File: config.mk
export PLATFORM = sky130hd
export DESIGN_NAME = oa_tree_sequencer_flat
export DESIGN_NICKNAME = d
export VERILOG_FILES = /design/src/rtl/oa_tree_sequencer_if.sv /design/src/rtl/oa_tree_sequencer.sv /design/src/flat_wrapper.sv
export SDC_FILE = /design/constraint.sdc
export NUM_CORES = 1
export LEC_CHECK = 0
export ABC_AREA = 1
export BUFFER_PORTS_ARGS = -buffer_cell sky130_fd_sc_hd__buf_4
export CAP_MARGIN = 20
export CELL_PAD_IN_SITES_DETAIL_PLACEMENT = 0
export CELL_PAD_IN_SITES_GLOBAL_PLACEMENT = 1
export CORE_AREA = 2 2 146 148
export DETAILED_ROUTE_END_ITERATION = 6
export DIE_AREA = 0 0 148 150
export HOLD_SLACK_MARGIN = 0.15
export PLACE_DENSITY = 0.83
export SYNTH_ARGS = -nofsm -noshare
export SYNTH_HDL_FRONTEND = slang
export SYNTH_SLANG_ARGS = --single-unit
File: constraint.sdc
create_clock -name clk_i -period 2.55 [get_ports clk_i]
set_input_delay 0 -clock clk_i [delete_from_list [all_inputs] [get_ports clk_i]]
set_output_delay 0 -clock clk_i [all_outputs]
set_load 0.02 [all_outputs]
File: src/rtl/oa_tree_sequencer_if.sv
// oa_tree_sequencer_if: handshake, operand, tree-digit and result signals of the
// OA adder-tree frame sequencer.
//   slave  modport: sequencer side (accepts frames, drives tree digits, presents result)
//   master modport: environment side (staging logic, adder tree, result consumer)
// Signals:
//   in_valid/in_ready    operand frame handshake
//   op_p/op_n            NumOps operands of NDigits signed digits, operand i at [i*NDigits +: NDigits]
//   dig_p/dig_n          current digit of each operand to the tree
//   tree_rst             active-low reset to the tree OA instances
//   z_p/z_n              tree output digit
//   res_valid/res_ready  result handshake
//   res_p/res_n          collected result, MSB = first digit out of the tree
//   digit_err            illegal (1,1) digit captured in the current frame
//   busy                 sequencer not idle
interface oa_tree_sequencer_if #(
  parameter int unsigned NumOps     = 8,
  parameter int unsigned NDigits    = 8,
  parameter int unsigned TreeLevels = 3,
  parameter int unsigned OaDelay    = 2
);
  localparam int unsigned ResDigits = NDigits + TreeLevels * OaDelay;

  logic                        in_valid;
  logic                        in_ready;
  logic [NumOps*NDigits-1:0]   op_p;
  logic [NumOps*NDigits-1:0]   op_n;
  logic [NumOps-1:0]           dig_p;
  logic [NumOps-1:0]           dig_n;
  logic                        tree_rst;
  logic                        z_p;
  logic                        z_n;
  logic                        res_valid;
  logic                        res_ready;
  logic [ResDigits-1:0]        res_p;
  logic [ResDigits-1:0]        res_n;
  logic                        digit_err;
  logic                        busy;

  modport slave (
    input  in_valid, op_p, op_n, z_p, z_n, res_ready,
    output in_ready, dig_p, dig_n, tree_rst, res_valid, res_p, res_n, digit_err, busy
  );

  modport master (
    output in_valid, op_p, op_n, z_p, z_n, res_ready,
    input  in_ready, dig_p, dig_n, tree_rst, res_valid, res_p, res_n, digit_err, busy
  );
endinterface

File: src/rtl/oa_tree_sequencer.sv
// oa_tree_sequencer: frame sequencer for the online-arithmetic adder tree.
// Accepts a frame of NumOps signed-digit operands, pulses the tree reset for one
// cycle, streams the operands MSD first, flushes the tree online delay with zero
// digits and collects the serial tree output into a parallel signed-digit word.
// Ports:
//   clk_i   clock, all state on rising edge
//   rst_ni  asynchronous active-low reset
//   bus     oa_tree_sequencer_if.slave (frame, tree digit and result signals)
module oa_tree_sequencer #(
  parameter int unsigned NumOps     = 8,
  parameter int unsigned NDigits    = 8,
  parameter int unsigned TreeLevels = 3,
  parameter int unsigned OaDelay    = 2
) (
  input  logic                clk_i,
  input  logic                rst_ni,
  oa_tree_sequencer_if.slave  bus
);
  localparam int unsigned TreeDelay = TreeLevels * OaDelay;
  localparam int unsigned ResDigits = NDigits + TreeDelay;
  localparam int unsigned RunLen    = NDigits + 2 * TreeDelay;
  localparam int unsigned CntW      = $clog2(RunLen);
  localparam int unsigned DigW      = $clog2(NDigits);

  localparam logic [CntW-1:0] LastCnt = CntW'(RunLen - 1);
  localparam logic [CntW-1:0] CapCnt  = CntW'(TreeDelay);
  localparam logic [CntW-1:0] DigLast = CntW'(NDigits - 1);
  localparam logic [DigW-1:0] DigMsb  = DigW'(NDigits - 1);

  typedef enum logic [1:0] {StIdle, StClr, StRun, StDone} state_e;

  state_e                    state_q, state_d;
  logic [CntW-1:0]           cnt_q, cnt_d;
  logic [NumOps*NDigits-1:0] opp_q, opp_d, opn_q, opn_d;
  logic [NumOps-1:0]         dig_p_q, dig_p_d, dig_n_q, dig_n_d;
  logic [ResDigits-1:0]      res_p_q, res_p_d, res_n_q, res_n_d;
  logic                      err_q, err_d;

  // Digits are registered, so select the digit for the count of the next cycle.
  logic [CntW-1:0]   dnext;
  logic [DigW-1:0]   dsel;
  logic [NumOps-1:0] sel_p, sel_n;

  assign dnext = (state_q == StRun) ? cnt_q + CntW'(1) : '0;
  assign dsel  = DigMsb - dnext[DigW-1:0];

  for (genvar gi = 0; gi < NumOps; gi++) begin : g_sel
    logic [NDigits-1:0] wp, wn;
    assign wp        = opp_q[gi*NDigits +: NDigits];
    assign wn        = opn_q[gi*NDigits +: NDigits];
    assign sel_p[gi] = wp[dsel];
    assign sel_n[gi] = wn[dsel];
  end

  always_comb begin
    state_d = state_q;
    cnt_d   = cnt_q;
    opp_d   = opp_q;
    opn_d   = opn_q;
    dig_p_d = '0;
    dig_n_d = '0;
    res_p_d = res_p_q;
    res_n_d = res_n_q;
    err_d   = err_q;
    unique case (state_q)
      StIdle: begin
        if (bus.in_valid) begin
          opp_d   = bus.op_p;
          opn_d   = bus.op_n;
          res_p_d = '0;
          res_n_d = '0;
          err_d   = 1'b0;
          state_d = StClr;
        end
      end
      StClr: begin
        cnt_d   = '0;
        dig_p_d = sel_p;
        dig_n_d = sel_n;
        state_d = StRun;
      end
      StRun: begin
        cnt_d = cnt_q + CntW'(1);
        if (cnt_q < DigLast) begin
          dig_p_d = sel_p;
          dig_n_d = sel_n;
        end
        // Tree output is meaningful only after the full online delay.
        if (cnt_q >= CapCnt) begin
          res_p_d = {res_p_q[ResDigits-2:0], bus.z_p};
          res_n_d = {res_n_q[ResDigits-2:0], bus.z_n};
          if (bus.z_p && bus.z_n) err_d = 1'b1;
        end
        if (cnt_q == LastCnt) begin
          cnt_d   = '0;
          state_d = StDone;
        end
      end
      StDone: begin
        if (bus.res_ready) state_d = StIdle;
      end
      default: state_d = StIdle;
    endcase
  end

  always_ff @(posedge clk_i or negedge rst_ni) begin
    if (!rst_ni) begin
      state_q <= StIdle;
      cnt_q   <= '0;
      opp_q   <= '0;
      opn_q   <= '0;
      dig_p_q <= '0;
      dig_n_q <= '0;
      res_p_q <= '0;
      res_n_q <= '0;
      err_q   <= 1'b0;
    end else begin
      state_q <= state_d;
      cnt_q   <= cnt_d;
      opp_q   <= opp_d;
      opn_q   <= opn_d;
      dig_p_q <= dig_p_d;
      dig_n_q <= dig_n_d;
      res_p_q <= res_p_d;
      res_n_q <= res_n_d;
      err_q   <= err_d;
    end
  end

  assign bus.in_ready  = (state_q == StIdle);
  assign bus.res_valid = (state_q == StDone);
  assign bus.busy      = (state_q != StIdle);
  assign bus.dig_p     = dig_p_q;
  assign bus.dig_n     = dig_n_q;
  assign bus.res_p     = res_p_q;
  assign bus.res_n     = res_n_q;
  assign bus.digit_err = err_q;
  // Combinational from rst_ni so the tree resets asynchronously with the sequencer.
  assign bus.tree_rst  = rst_ni & (state_q != StClr);
endmodule

File: src/flat_wrapper.sv
// flat-port wrapper written by rule: the top's interface ports become plain ports
module oa_tree_sequencer_flat 
#(
  parameter int unsigned NumOps     = 8,
  parameter int unsigned NDigits    = 8,
  parameter int unsigned TreeLevels = 3,
  parameter int unsigned OaDelay    = 2
)
  (clk_i, rst_ni, bus_in_valid, bus_op_p, bus_op_n, bus_z_p, bus_z_n, bus_res_ready, bus_in_ready, bus_dig_p, bus_dig_n, bus_tree_rst, bus_res_valid, bus_res_p, bus_res_n, bus_digit_err, bus_busy);
  oa_tree_sequencer_if #(.NumOps(NumOps), .NDigits(NDigits), .TreeLevels(TreeLevels), .OaDelay(OaDelay)) bus_i ();
  input  logic clk_i;
  input  logic rst_ni;
  input wire logic [$bits(bus_i.in_valid)-1:0] bus_in_valid;
  input wire logic [$bits(bus_i.op_p)-1:0] bus_op_p;
  input wire logic [$bits(bus_i.op_n)-1:0] bus_op_n;
  input wire logic [$bits(bus_i.z_p)-1:0] bus_z_p;
  input wire logic [$bits(bus_i.z_n)-1:0] bus_z_n;
  input wire logic [$bits(bus_i.res_ready)-1:0] bus_res_ready;
  output wire logic [$bits(bus_i.in_ready)-1:0] bus_in_ready;
  output wire logic [$bits(bus_i.dig_p)-1:0] bus_dig_p;
  output wire logic [$bits(bus_i.dig_n)-1:0] bus_dig_n;
  output wire logic [$bits(bus_i.tree_rst)-1:0] bus_tree_rst;
  output wire logic [$bits(bus_i.res_valid)-1:0] bus_res_valid;
  output wire logic [$bits(bus_i.res_p)-1:0] bus_res_p;
  output wire logic [$bits(bus_i.res_n)-1:0] bus_res_n;
  output wire logic [$bits(bus_i.digit_err)-1:0] bus_digit_err;
  output wire logic [$bits(bus_i.busy)-1:0] bus_busy;
  assign bus_i.in_valid = bus_in_valid;
  assign bus_i.op_p = bus_op_p;
  assign bus_i.op_n = bus_op_n;
  assign bus_i.z_p = bus_z_p;
  assign bus_i.z_n = bus_z_n;
  assign bus_i.res_ready = bus_res_ready;
  assign bus_in_ready = bus_i.in_ready;
  assign bus_dig_p = bus_i.dig_p;
  assign bus_dig_n = bus_i.dig_n;
  assign bus_tree_rst = bus_i.tree_rst;
  assign bus_res_valid = bus_i.res_valid;
  assign bus_res_p = bus_i.res_p;
  assign bus_res_n = bus_i.res_n;
  assign bus_digit_err = bus_i.digit_err;
  assign bus_busy = bus_i.busy;
  oa_tree_sequencer #(.NumOps(NumOps), .NDigits(NDigits), .TreeLevels(TreeLevels), .OaDelay(OaDelay)) u_core (.clk_i(clk_i), .rst_ni(rst_ni), .bus(bus_i));
endmodule
# --- Word level (Yosys, flattened, before mapping) ---
# Index checks and enable logic that the tools add are counted.
classes:
  add_sub_neg: 2
  n_lt_le_gt_ge: 3
  n_eq_ne: 10
  muxes: 52
  bitwise: 1
  n_reduce_logical: 9
ops:
  columns: ["cell", "n"]
  rows:
  - ["one-hot mux 14 bit (2 select lines)", 2]
  - ["binary-select mux 1 bit (select 3 bit)", 16]
  - ["2-to-1 mux 14 bit", 3]
  - ["one-hot mux 8 bit (2 select lines)", 2]
  - ["2-to-1 mux 1 bit", 19]
  - ["2-to-1 mux 8 bit", 2]
  - ["inequality test 2 bit (second input constant)", 5]
  - ["one-hot mux 5 bit (2 select lines)", 1]
  - ["one-hot mux 2 bit (4 select lines)", 1]
  - ["2-to-1 mux 2 bit", 3]
  - ["AND reduction 3 bit", 2]
  - ["nonzero test 2 bit", 3]
  - ["adder 5 x 1 -> 5 bit (second input constant)", 1]
  - ["equality test 5 bit (second input constant)", 1]
  - ["greater-or-equal comparator 5 x 3 -> 1 bit (second input constant)", 1]
  - ["< comparator 5 x 3 -> 1 bit (second input constant)", 1]
  - ["2-to-1 mux 5 bit", 1]
  - ["equality test 2 bit (second input constant)", 2]
  - ["< comparator 3 x 4 -> 1 bit (second input constant)", 1]
  - ["AND reduction 4 bit", 1]
  - ["2-to-1 mux 3 bit", 1]
  - ["subtractor 3 bit (first input constant)", 1]
  - ["equality test 2 x 1 -> 1 bit (second input constant)", 1]
  - ["zero test 2 bit", 1]
  - ["other kinds (5)", 5]
word_totals:
  register_bits: 180
  input_bits: 134
  output_inout_bits: 49
  word_cells: 86

# --- Logic depth before layout (Yosys ltp) ---
# Gate-level depths: netlist of the first run.
logic_depth:
  ltp_word: 7
  mapped_depth: 13
  ltp_nobuf: 10

# --- Least setup slack after synthesis of the first run ---
# Ideal clock, no wire load.
synth_path:
  path_type: "reg-to-reg"
  startpoint: "reg u_core.cnt_q[0]"
  endpoint: "reg u_core.res_n_q[0], in the netlist u_core.bus.res_n[0]"
  arrival_ns: 1.826
  required_ns: 2.484
  slack_ns: 0.658
  stages_incl_launch_ff: 11
  path_buffers: 3
  period_less_slack_ns: 1.892
  cell_sequence: "dfrtp_1 -> buf_4 -> inv_2 -> buf_2 -> ha_1 -> o21ai_0 -> nand2_1 -> o211ai_2 -> buf_6 -> nand2_1 -> nand2_1"
synth_via:
  elab_chain_cells: 3
synth_rtl:
  columns: ["element", "line", "source"]
  rows:
  - ["start: declaration", "oa_tree_sequencer.sv:33", "logic [CntW-1:0] cnt_q, cnt_d;"]
  - ["start signal: assignment", "oa_tree_sequencer.sv:119", "cnt_q <= cnt_d;"]
  - ["greater-or-equal comparator 5 x 3 -> 1 bit", "oa_tree_sequencer.sv:89", "if (cnt_q >= CapCnt) begin"]
  - ["inequality test 2 bit (no source line)", null, null]
  - ["AND reduction 3 bit (no source line)", null, null]
  - ["end signal: assignment", "oa_tree_sequencer.sv:125", "res_n_q <= res_n_d;"]
  - ["end: declaration", "oa_tree_sequencer.sv:36", "logic [ResDigits-1:0] res_p_q, res_p_d, res_n_q, res_n_d;"]
# Every way passes these cells.
# A chain may end at the register's enable or synchronous reset.

# --- Final worst setup path of the first run ---
layout_path:
  startpoint: "reg u_core.state_q[0]"
  endpoint: "reg u_core.opn_q[52]"
layout_via:
  elab_chain_cells: 2
layout_rtl:
  columns: ["element", "line", "source"]
  rows:
  - ["start: declaration", "oa_tree_sequencer.sv:32", "state_e state_q, state_d;"]
  - ["start signal: assignment", "oa_tree_sequencer.sv:108", "state_q <= StIdle;"]
  - ["start signal: assignment", "oa_tree_sequencer.sv:118", "state_q <= state_d;"]
  - ["zero test 2 bit", "oa_tree_sequencer.sv:65", "unique case (state_q)"]
  - ["AND reduction 2 bit (no source line)", null, null]
  - ["end signal: assignment", "oa_tree_sequencer.sv:121", "opn_q <= opn_d;"]
  - ["end: declaration", "oa_tree_sequencer.sv:34", "logic [NumOps*NDigits-1:0] opp_q, opp_d, opn_q, opn_d;"]
# Every way passes these cells.

==> summary.txt, run 1 <==
Global routing
  • Gr usage total: 0.211
  • Vias in the first global route: 7166
  • Initial antenna violation count: 1
  • First-pass GRT wire length: 36700 um
  • Grt ovf: 0
  • Largest net degree at the start of global routing: 69

Logic synthesis
  • Mapped Area: 8270 um^2
  • Synth Area per Inst: 9.60 um^2
  • Syn Nets: 1002
  • Post-synth top area share: 0.545
  • Area leader, netlist: dfrtp_1
  • Synth area leaders: dfrtp_1, mux2_2, nand2_1
  • Register area share after synthesis: 0.545
  • FF+latch count, synth: 180
  • Syn. warnings: 0
  • Cells after synthesis: 861
  • Netlist cell types: 27

Power
  • Cell Pwr Density: 1050 nW/um^2
  • Total power: 12.5 mW
  • Leakage: 5.91 nW
  • Max VDD drop: 0.543 mV

Clocking
  • CTS Buf Count: 17
  • H-tree depth reported by CTS: 4
  • CTS Root Buffer Type: clkbuf_16
  • Clock slew at reported path FFs: 0.07 ns
  • Num Clock Sinks: 180
  • Worst-Skew Late Latency: 0.43 ns
  • Post-CTS Setup Inserts: 0
  • Max clock buf depth: 2
  • CTS tree: done

Critical path
  • Kind of critical path: flip-flop to flip-flop
  • R2R cell count: 7
  • CP max FO: 43
  • CP required: 2.86 ns
  • Nature of the critical path startpoint: flip-flop
  • Worst Path Arrival: 2.67 ns
  • CP Capture Type: flip-flop

Layout
  • Non-Filler Instances: 1461
  • Fill count: 1795
  • Fin nets: 1313
  • Final core occ: 0.576
  • Post-synthesis to final-layout area growth: 44.1%
  • Most frequent cells in the layout: nand2_1, buf_4, dfrtp_1
  • Share of post-route cells with drive strength above 1: 0.306
  • Commonest non-fill, non-tap cell in the layout: nand2_1

Outcome
  • Outcome: complete, no violations

STA
  • TNS Setup: 0 ns
  • Fin worst setup slack: 0.189 ns
  • F_max: 423 MHz
  • RSZ-0062 raised after global routing: false
  • Final Cycle Share: 0.926
  • Min Tclk post-route: 2.36 ns
  • Worst slew pin tran: 0.585 ns
  • Rel. slew slack: 0.610
  • Clk_skew: 0.0111 ns
  • Fin. Hold Viols: 0
  • Finish-stage setup viols: 0
  • Fin. max-slew vios: 0

Placed design
  • Dpl ws: 0.300 ns
  • IO buf count: 182
  • Final GP Congestion: 0.805
  • Post-DP HPWL: 14900 um
  • Dpl cells: 1291

Routing
  • Routed len/inst: 15.9 um
  • DRC Markers: 0
  • First drt pass iteration count: 4
  • Vias: 7052
  • Final wirelength: 23200 um
  • Vias per cell: 4.83
  • Post-DRT Antenna Nets: 0
  • Iteration-0 DRC Markers: 404

Die
  • Placeable core area: 20700 um^2
  • # IOs: 183
  • Die Ht: 150 um
  • Initial Utilization: 0.400
  • Die width: 148 um
  • # rows: 53
  • Die ar.: 22200 um^2

Min path
  • Worst hold path type: input pin to async pin

Flow run
  • Max cap viols: 0
[power by group]
part	switching, mW	internal (mW)	total, mW
Sequential	0.606	4.04	4.64
Combinational	2.88	2.38	5.26
Clock	1.24	1.33	2.57
Total	4.73	7.75	12.5
[registers in the layout, indices dropped and copies added, names as in the netlist]
name and flops:
u_core.state_q 2, u_core.cnt_q 5, u_core.bus.res_p 14, u_core.opp_q 64, u_core.bus.res_n 14, u_core.bus.dig_n 8, u_core.bus.dig_p 8, u_core.opn_q 64
u_core.bus.digit_err 1
[layer usage]
metal  track usage  up-vias  part of all wire
met2         0.370      189              0.50
met3        0.0448       26             0.048
met4        0.0567        0             0.016
met1         0.266     3432              0.43
li1              -     3405                 -
met5             0        -                 0
[final timing paths]
path | slack [ns] | from | endpoint
worst max register to register | 0.19 | u_core.state_q[0]$_DFFE_PN0P_ | u_core.opn_q[52]$_DFFE_PN0P_
worst min register to register | 0.47 | u_core.bus.res_p[13]$_DFFE_PN0P_ | u_core.bus.res_p[13]$_DFFE_PN0P_
min in group clk_i | 0.33 | bus_op_n[24] | u_core.opn_q[24]$_DFFE_PN0P_
max in group asynchronous | 1.96 | rst_ni | u_core.bus.dig_n[6]$_DFF_PN0_
worst min-delay path | 0.20 | rst_ni | u_core.bus.res_n[2]$_DFFE_PN0P_
worst max-delay path | 0.19 | u_core.state_q[0]$_DFFE_PN0P_ | u_core.opn_q[52]$_DFFE_PN0P_
[cell usage after synthesis]
master,number
a21oi_1,17
or2_2,1
ha_1,7
nor3_1,1
o211ai_2,1
buf_6,4
nand2_1,246
dfrtp_1,180
or2_1,1
inv_1,27
nand3_1,65
a21boi_4,1
nand2_2,1
nand4_1,4
xor2_1,2
nor3_4,1
inv_2,4
buf_2,28
o21ai_0,21
buf_4,7
o22ai_1,1
a21oi_4,1
nor2_1,118
nor2_2,2
mux2_2,112
clkbuf_1,5
buf_1,3
[metrics by stage]
stage	hold WS, ns	area [um^2]
final	0.202	11900
after global routing	0.216	11900
after CTS	0.211	11900
after detailed placement	0.0199	9940
after global placement	0.0144	9940
after floorplan	-0.296	8270
[final cells by class]
class / instances / area, um^2 / share of cell area
diodes: 1 / 2.50 / 0.000210
well taps: 275 / 344 / 0.0289
flip-flops and latches: 180 / 4500 / 0.378
multi-input cells: 603 / 3390 / 0.285
clock inverters: 14 / 138 / 0.0116
inverters: 31 / 116 / 0.00977
clock buffers: 18 / 439 / 0.0369
repair buffers: 339 / 2980 / 0.250
[critical path: stages, from the launching register on]
cell           delay [ns]
dfrtp_1              0.42
inv_1                0.11
ha_1                 0.31
nand2_4              0.27
buf_12               0.27
nor2_1               0.21
a21oi_1              0.06
dlygate4sd3_1        0.56
[logic make-up after synthesis]
| group | synth area share |
|---|---|
| and+or+nand+nor | 0.214 |
| DFF | 0.545 |
| muxes | 0.153 |
| buffers and inverters | 0.0465 |
| AOI/OAI and AO/OA | 0.0295 |
| adders and majority gates | 0.0106 |
| xor gates and xnor gates | 0.00212 |
[timing repair]
action / in CTS / in global routing
gates resized for setup: 0 / 0
hold endpoints to repair: 313 / 0
hold buffers: 136 / 0
No activity file was read; power rests on OpenSTA's default activity.
==> run 2, diff against run 1 <==
--- a/config.mk
+++ b/config.mk
@@ -14,6 +14,7 @@
 export DETAILED_ROUTE_END_ITERATION = 6
 export DIE_AREA = 0 0 148 150
 export HOLD_SLACK_MARGIN = 0.15
+export MAX_ROUTING_LAYER = met4
 export PLACE_DENSITY = 0.83
 export SYNTH_ARGS = -nofsm -noshare
 export SYNTH_HDL_FRONTEND = slang
==> run 2 against run 1 <==
Clock power barely moved. Register-to-register slack barely moved. Critical endpoint unchanged. Wire length rose by 0.14%. Sequential cell count did not move.
==> summary.txt, run 2 (same netlist as run 1, synthesis figures left out) <==
STA
  • Min Tclk post-route: 2.35 ns
  • Rel. slew slack: 0.606
  • Fin. max-slew vios: 0
  • Clk_skew: 0.0122 ns
  • RSZ-0062 raised after global routing: false
  • Fin. Hold Viols: 0
  • Final Cycle Share: 0.920
  • F_max: 426 MHz
  • Worst slew pin tran: 0.590 ns
  • TNS Setup: 0 ns
  • Finish-stage setup viols: 0

Clocking
  • CTS Buf Count: 17
  • Post-CTS Setup Inserts: 0
  • CTS Root Buffer Type: clkbuf_16
  • Worst-Skew Late Latency: 0.43 ns
  • Num Clock Sinks: 180
  • Max clock buf depth: 2
  • Cts-stage hold buffer count: 136
  • Clock slew at reported path FFs: 0.07 ns
  • H-tree depth reported by CTS: 4
  • CTS tree: done
  • Post_cts resized: 0

Power
  • Max VDD drop: 0.540 mV
  • Total power: 12.5 mW
  • Cell Pwr Density: 1050 nW/um^2
  • Leakage: 5.91 nW

Critical path
  • Worst Path Arrival: 2.66 ns
  • Nature of the critical path startpoint: flip-flop
  • CP max FO: 43
  • CP Launch Point: u_core.state_q[0]$_DFFE_PN0P_
  • CP Capture Type: flip-flop
  • Reg-to-reg startpoint: u_core.state_q[0]$_DFFE_PN0P_
  • CP required: 2.86 ns
  • Kind of critical path: flip-flop to flip-flop

Layout
  • Reg area: 4500 um^2
  • Most frequent cells in the layout: nand2_1, buf_4, dfrtp_1
  • Multi-input logic area: 3390 um^2
  • Fill count: 1795
  • Top Registers: u_core.opn_q x64, u_core.opp_q x64
  • Fin nets: 1313
  • Share of post-route cells with drive strength above 1: 0.306
  • Final instance area: 11900 um^2
  • Final core occ: 0.576
  • Post-synthesis to final-layout area growth: 44.1%
  • Commonest non-fill, non-tap cell in the layout: nand2_1

Global routing
  • Grt ovf: 0
  • First-pass GRT wire length: 36700 um
  • Vias in the first global route: 7163
  • Gr usage total: 0.218
  • Largest net degree at the start of global routing: 69
  • Initial antenna violation count: 1

Die
  • # rows: 53
  • Initial Utilization: 0.400
  • # IOs: 183
  • Placeable core area: 20700 um^2
  • Die ar.: 22200 um^2
  • Die width: 148 um
  • Die Ht: 150 um

Routing
  • Vias per cell: 4.82
  • Iteration-0 DRC Markers: 396
  • First drt pass iteration count: 5
  • Vias: 7042
  • Routed len/inst: 15.9 um
  • Final wirelength: 23200 um
  • DRC Markers: 0
  • Post-DRT Antenna Nets: 0

Outcome
  • Outcome: complete, no violations

Placed design
  • Area after DPL: 9940 um^2
  • Final GP Congestion: 0.817
  • IO buf count: 182
  • Post-DP HPWL: 14900 um

Flow run
  • Max cap viols: 0

Min path
  • Worst hold path type: input pin to async pin
==> run 2: cell counts in the layout (fill, tap and decap cells not counted) <==
Identical to the previous run, type by type.
==> run 2: cell type report <==
type / count / share of cell area
sequential: 180 / 0.378
antenna: 1 / 0.000210
clock buffer: 18 / 0.0369
timing repair buffer: 339 / 0.250
clock inverter: 14 / 0.0116
tap: 275 / 0.0289
multi-input combinational: 603 / 0.285
inverter: 31 / 0.00977
==> run 2: stage by stage <==
step	setup WS [ns]	hold WS, ns	std cells
after floorplan	0.658	-0.296	861
after global placement	0.391	0.0144	1291
after detailed placement	0.300	0.0199	1291
after CTS	0.169	0.211	1459
after global routing	0.0216	0.217	1461
final	0.203	0.208	1461
==> run 2: routing by layer <==
layer | global-route usage | share of wire
met1 | 0.270 | 0.43
met2 | 0.369 | 0.50
met3 | 0.0424 | 0.052
met4 | 0.0567 | 0.015
met5 | - | 0
==> run 2: critical path: stages (launching register included) <==
cell and delay (ns):
dfrtp_1 0.42, inv_1 0.11, ha_1 0.31, nand2_4 0.28
buf_12 0.27, nor2_1 0.20, a21oi_1 0.06, dlygate4sd3_1 0.56
==> run 2: worst paths after layout <==
check / to / slack, ns / cells after the start
min in group clk_i: u_core.opn_q[24]$_DFFE_PN0P_ / 0.33 / 3
worst max-delay path: u_core.opn_q[52]$_DFFE_PN0P_ / 0.20 / 7
max in group asynchronous: u_core.bus.dig_n[5]$_DFF_PN0_ / 1.96 / 3
worst max register to register: u_core.opn_q[52]$_DFFE_PN0P_ / 0.20 / 7
worst min-delay path: u_core.bus.res_n[2]$_DFFE_PN0P_ / 0.21 / 3
worst min register to register: u_core.bus.res_p[13]$_DFFE_PN0P_ / 0.48 / 2
==> run 2: report_power, final <==
part	internal, mW	switching, mW	total [mW]
Sequential	4.04	0.606	4.64
Combinational	2.38	2.87	5.26
Clock	1.33	1.25	2.58
==> run 3, diff against run 2 <==
--- a/config.mk
+++ b/config.mk
@@ -16,6 +16,7 @@
 export HOLD_SLACK_MARGIN = 0.15
 export MAX_ROUTING_LAYER = met4
 export PLACE_DENSITY = 0.83
+export REMOVE_ABC_BUFFERS = 1
 export SYNTH_ARGS = -nofsm -noshare
 export SYNTH_HDL_FRONTEND = slang
 export SYNTH_SLANG_ARGS = --single-unit
==> run 3 against run 2 <==
Non-clock buffer count decreased by 2. Design area decreased by 0.22%. Critical path depth unchanged. Sequential share of layout area increased by 0.084 points. Clock skew increased by 0.0025 ns. Combinational power decreased by 2%. Count of clock-buffer cells in the layout increased by 1. Worst setup slack improved by 0.068 ns. Core utilization decreased by 0.13 points. Highest routed layer unchanged. Global-route usage increased by 0.16 points. Via count decreased by 0.27%. Wire length increased by 0.53%.
==> summary.txt, run 3 (same netlist as run 1, synthesis figures left out) <==
Routing
  • First drt pass iteration count: 6
  • Routed len/inst: 16.0 um
  • Iteration-0 DRC Markers: 351
  • DRC Markers: 0
  • Vias per cell: 4.81
  • Final wirelength: 23300 um
  • Vias: 7023
  • Post-DRT Antenna Nets: 0

Layout
  • Fin nets: 1311
  • Most frequent cells in the layout: nand2_1, buf_4, dfrtp_1
  • Share of post-route cells with drive strength above 1: 0.302
  • Top Registers: u_core.opn_q x64, u_core.opp_q x64
  • Post-synthesis to final-layout area growth: 43.8%
  • Final instance area: 11900 um^2
  • Non-Filler Instances: 1459
  • Commonest non-fill, non-tap cell in the layout: nand2_1

Critical path
  • Slowest library cell on the worst path: dlygate4sd3_1
  • R2R Setup Slk: 0.27 ns
  • Top cell by count, worst path: nand2_1
  • Nature of the critical path startpoint: flip-flop
  • CP Capture Type: flip-flop
  • Worst Path Arrival: 2.60 ns
  • Top Family by Delay on Critical Path: buffers and inverters
  • Reg-to-reg startpoint: u_core.state_q[0]$_DFFE_PN0P_
  • CP required: 2.87 ns
  • CP Launch Point: u_core.state_q[0]$_DFFE_PN0P_
  • CP max FO: 43
  • Buf+Inv Stages, Crit Path: 3
  • Max incr delay on CP: 0.55 ns
  • Crit path cell chain: inv_1 > ha_2 > buf_6 > nand2_1 > nand4_1 > dlygate4sd3_1 > nand2_1
  • Kind of critical path: flip-flop to flip-flop

Clocking
  • Max clock buf depth: 2
  • CTS tree: done
  • Post-CTS Setup Inserts: 0
  • Num Clock Sinks: 180
  • CTS Buf Count: 17
  • Worst-Skew Late Latency: 0.43 ns
  • Clock slew at reported path FFs: 0.07 ns
  • H-tree depth reported by CTS: 4
  • CTS Root Buffer Type: clkbuf_16

Die
  • # IOs: 183
  • # rows: 53
  • Placeable core area: 20700 um^2
  • Die ar.: 22200 um^2
  • Die Ht: 150 um
  • Die width: 148 um
  • Initial Utilization: 0.400

Power
  • Total power: 12.3 mW
  • Cell Pwr Density: 1040 nW/um^2
  • Max VDD drop: 0.509 mV
  • Leakage: 5.91 nW

STA
  • F_max: 439 MHz
  • Fin. max-slew vios: 0
  • Worst slew pin tran: 0.623 ns
  • Finish-stage setup viols: 0
  • Fin worst setup slack: 0.271 ns
  • Min Tclk post-route: 2.28 ns
  • Final Cycle Share: 0.894
  • Fin. Hold Viols: 0
  • Clk_skew: 0.0146 ns
  • RSZ-0062 raised after global routing: false
  • Rel. slew slack: 0.584
  • Hold_ws: 0.336 ns

Min path
  • Min-delay src: bus_op_n[33]
  • Worst hold path type: input pin to flip-flop

Placed design
  • Final GP Congestion: 0.807
  • Dpl cells: 1286
  • Post-DP HPWL: 14300 um
  • Area after DPL: 9910 um^2
  • Dpl ws: 0.438 ns
  • IO buf count: 182

Global routing
  • Vias in the first global route: 7109
  • Gr usage total: 0.220
  • Grt ovf: 0
  • First-pass GRT wire length: 36900 um
  • Largest net degree at the start of global routing: 65
  • Initial antenna violation count: 1

Outcome
  • Outcome: complete, no violations

Flow run
  • Max cap viols: 0
run 3: worst paths after layout:
| check | to | cells after the start |
|---|---|---|
| max | u_core.state_q[1]$_DFFE_PN0P_ | 7 |
| max in group asynchronous | u_core.bus.dig_p[2]$_DFF_PN0_ | 4 |
| min in group asynchronous | u_core.bus.dig_p[7]$_DFF_PN0_ | 3 |
| min | u_core.opn_q[33]$_DFFE_PN0P_ | 3 |
| max reg2reg | u_core.state_q[1]$_DFFE_PN0P_ | 7 |
| min reg2reg | u_core.bus.res_n[13]$_DFFE_PN0P_ | 2 |
run 3: report_power, final:
part	switching [mW]	total (mW)	internal (mW)
combinational	2.80	5.15	2.35
clock	1.17	2.49	1.32
sequential	0.648	4.69	4.04
run 3: cell type report:
cell class                 instances  area (um^2)
tap                              275          344
inverter                          31          116
timing repair buffer             337         2980
antenna                            1         2.50
clock buffer                      19          453
clock inverter                    13         98.8
sequential                       180         4500
fill                            1793         8800
multi-input combinational        603         3390
run 3: repair_timing:
item	CTS	global route
hold buffers	140	0
resized for setup	0	1
hold endpoints to repair	313	0
setup endpoints to repair	0	1
run 3: metal layers:
layer / routed length (um) / track usage / share of wire
met5: 0 / - / 0
met4: 276 / 0.0510 / 0.012
met3: 1010 / 0.0433 / 0.043
met2: 11600 / 0.366 / 0.50
met1: 10500 / 0.279 / 0.45
run 3: worst reg2reg max path: cells and delay by family (launching register included):
kind | cells | cell delay, ns
buf+inv | 3 | 1.04
flops | 1 | 0.41
simple gates | 3 | 0.34
fa+ha+maj | 1 | 0.39
run 3: metrics by stage:
stage / util / TNS (ns)
floorplan: - / -230.51
global placement: 0.478 / 0
detailed placement: 0.479 / 0
CTS: 0.574 / 0
global route: 0.575 / 0
finish: 0.575 / 0
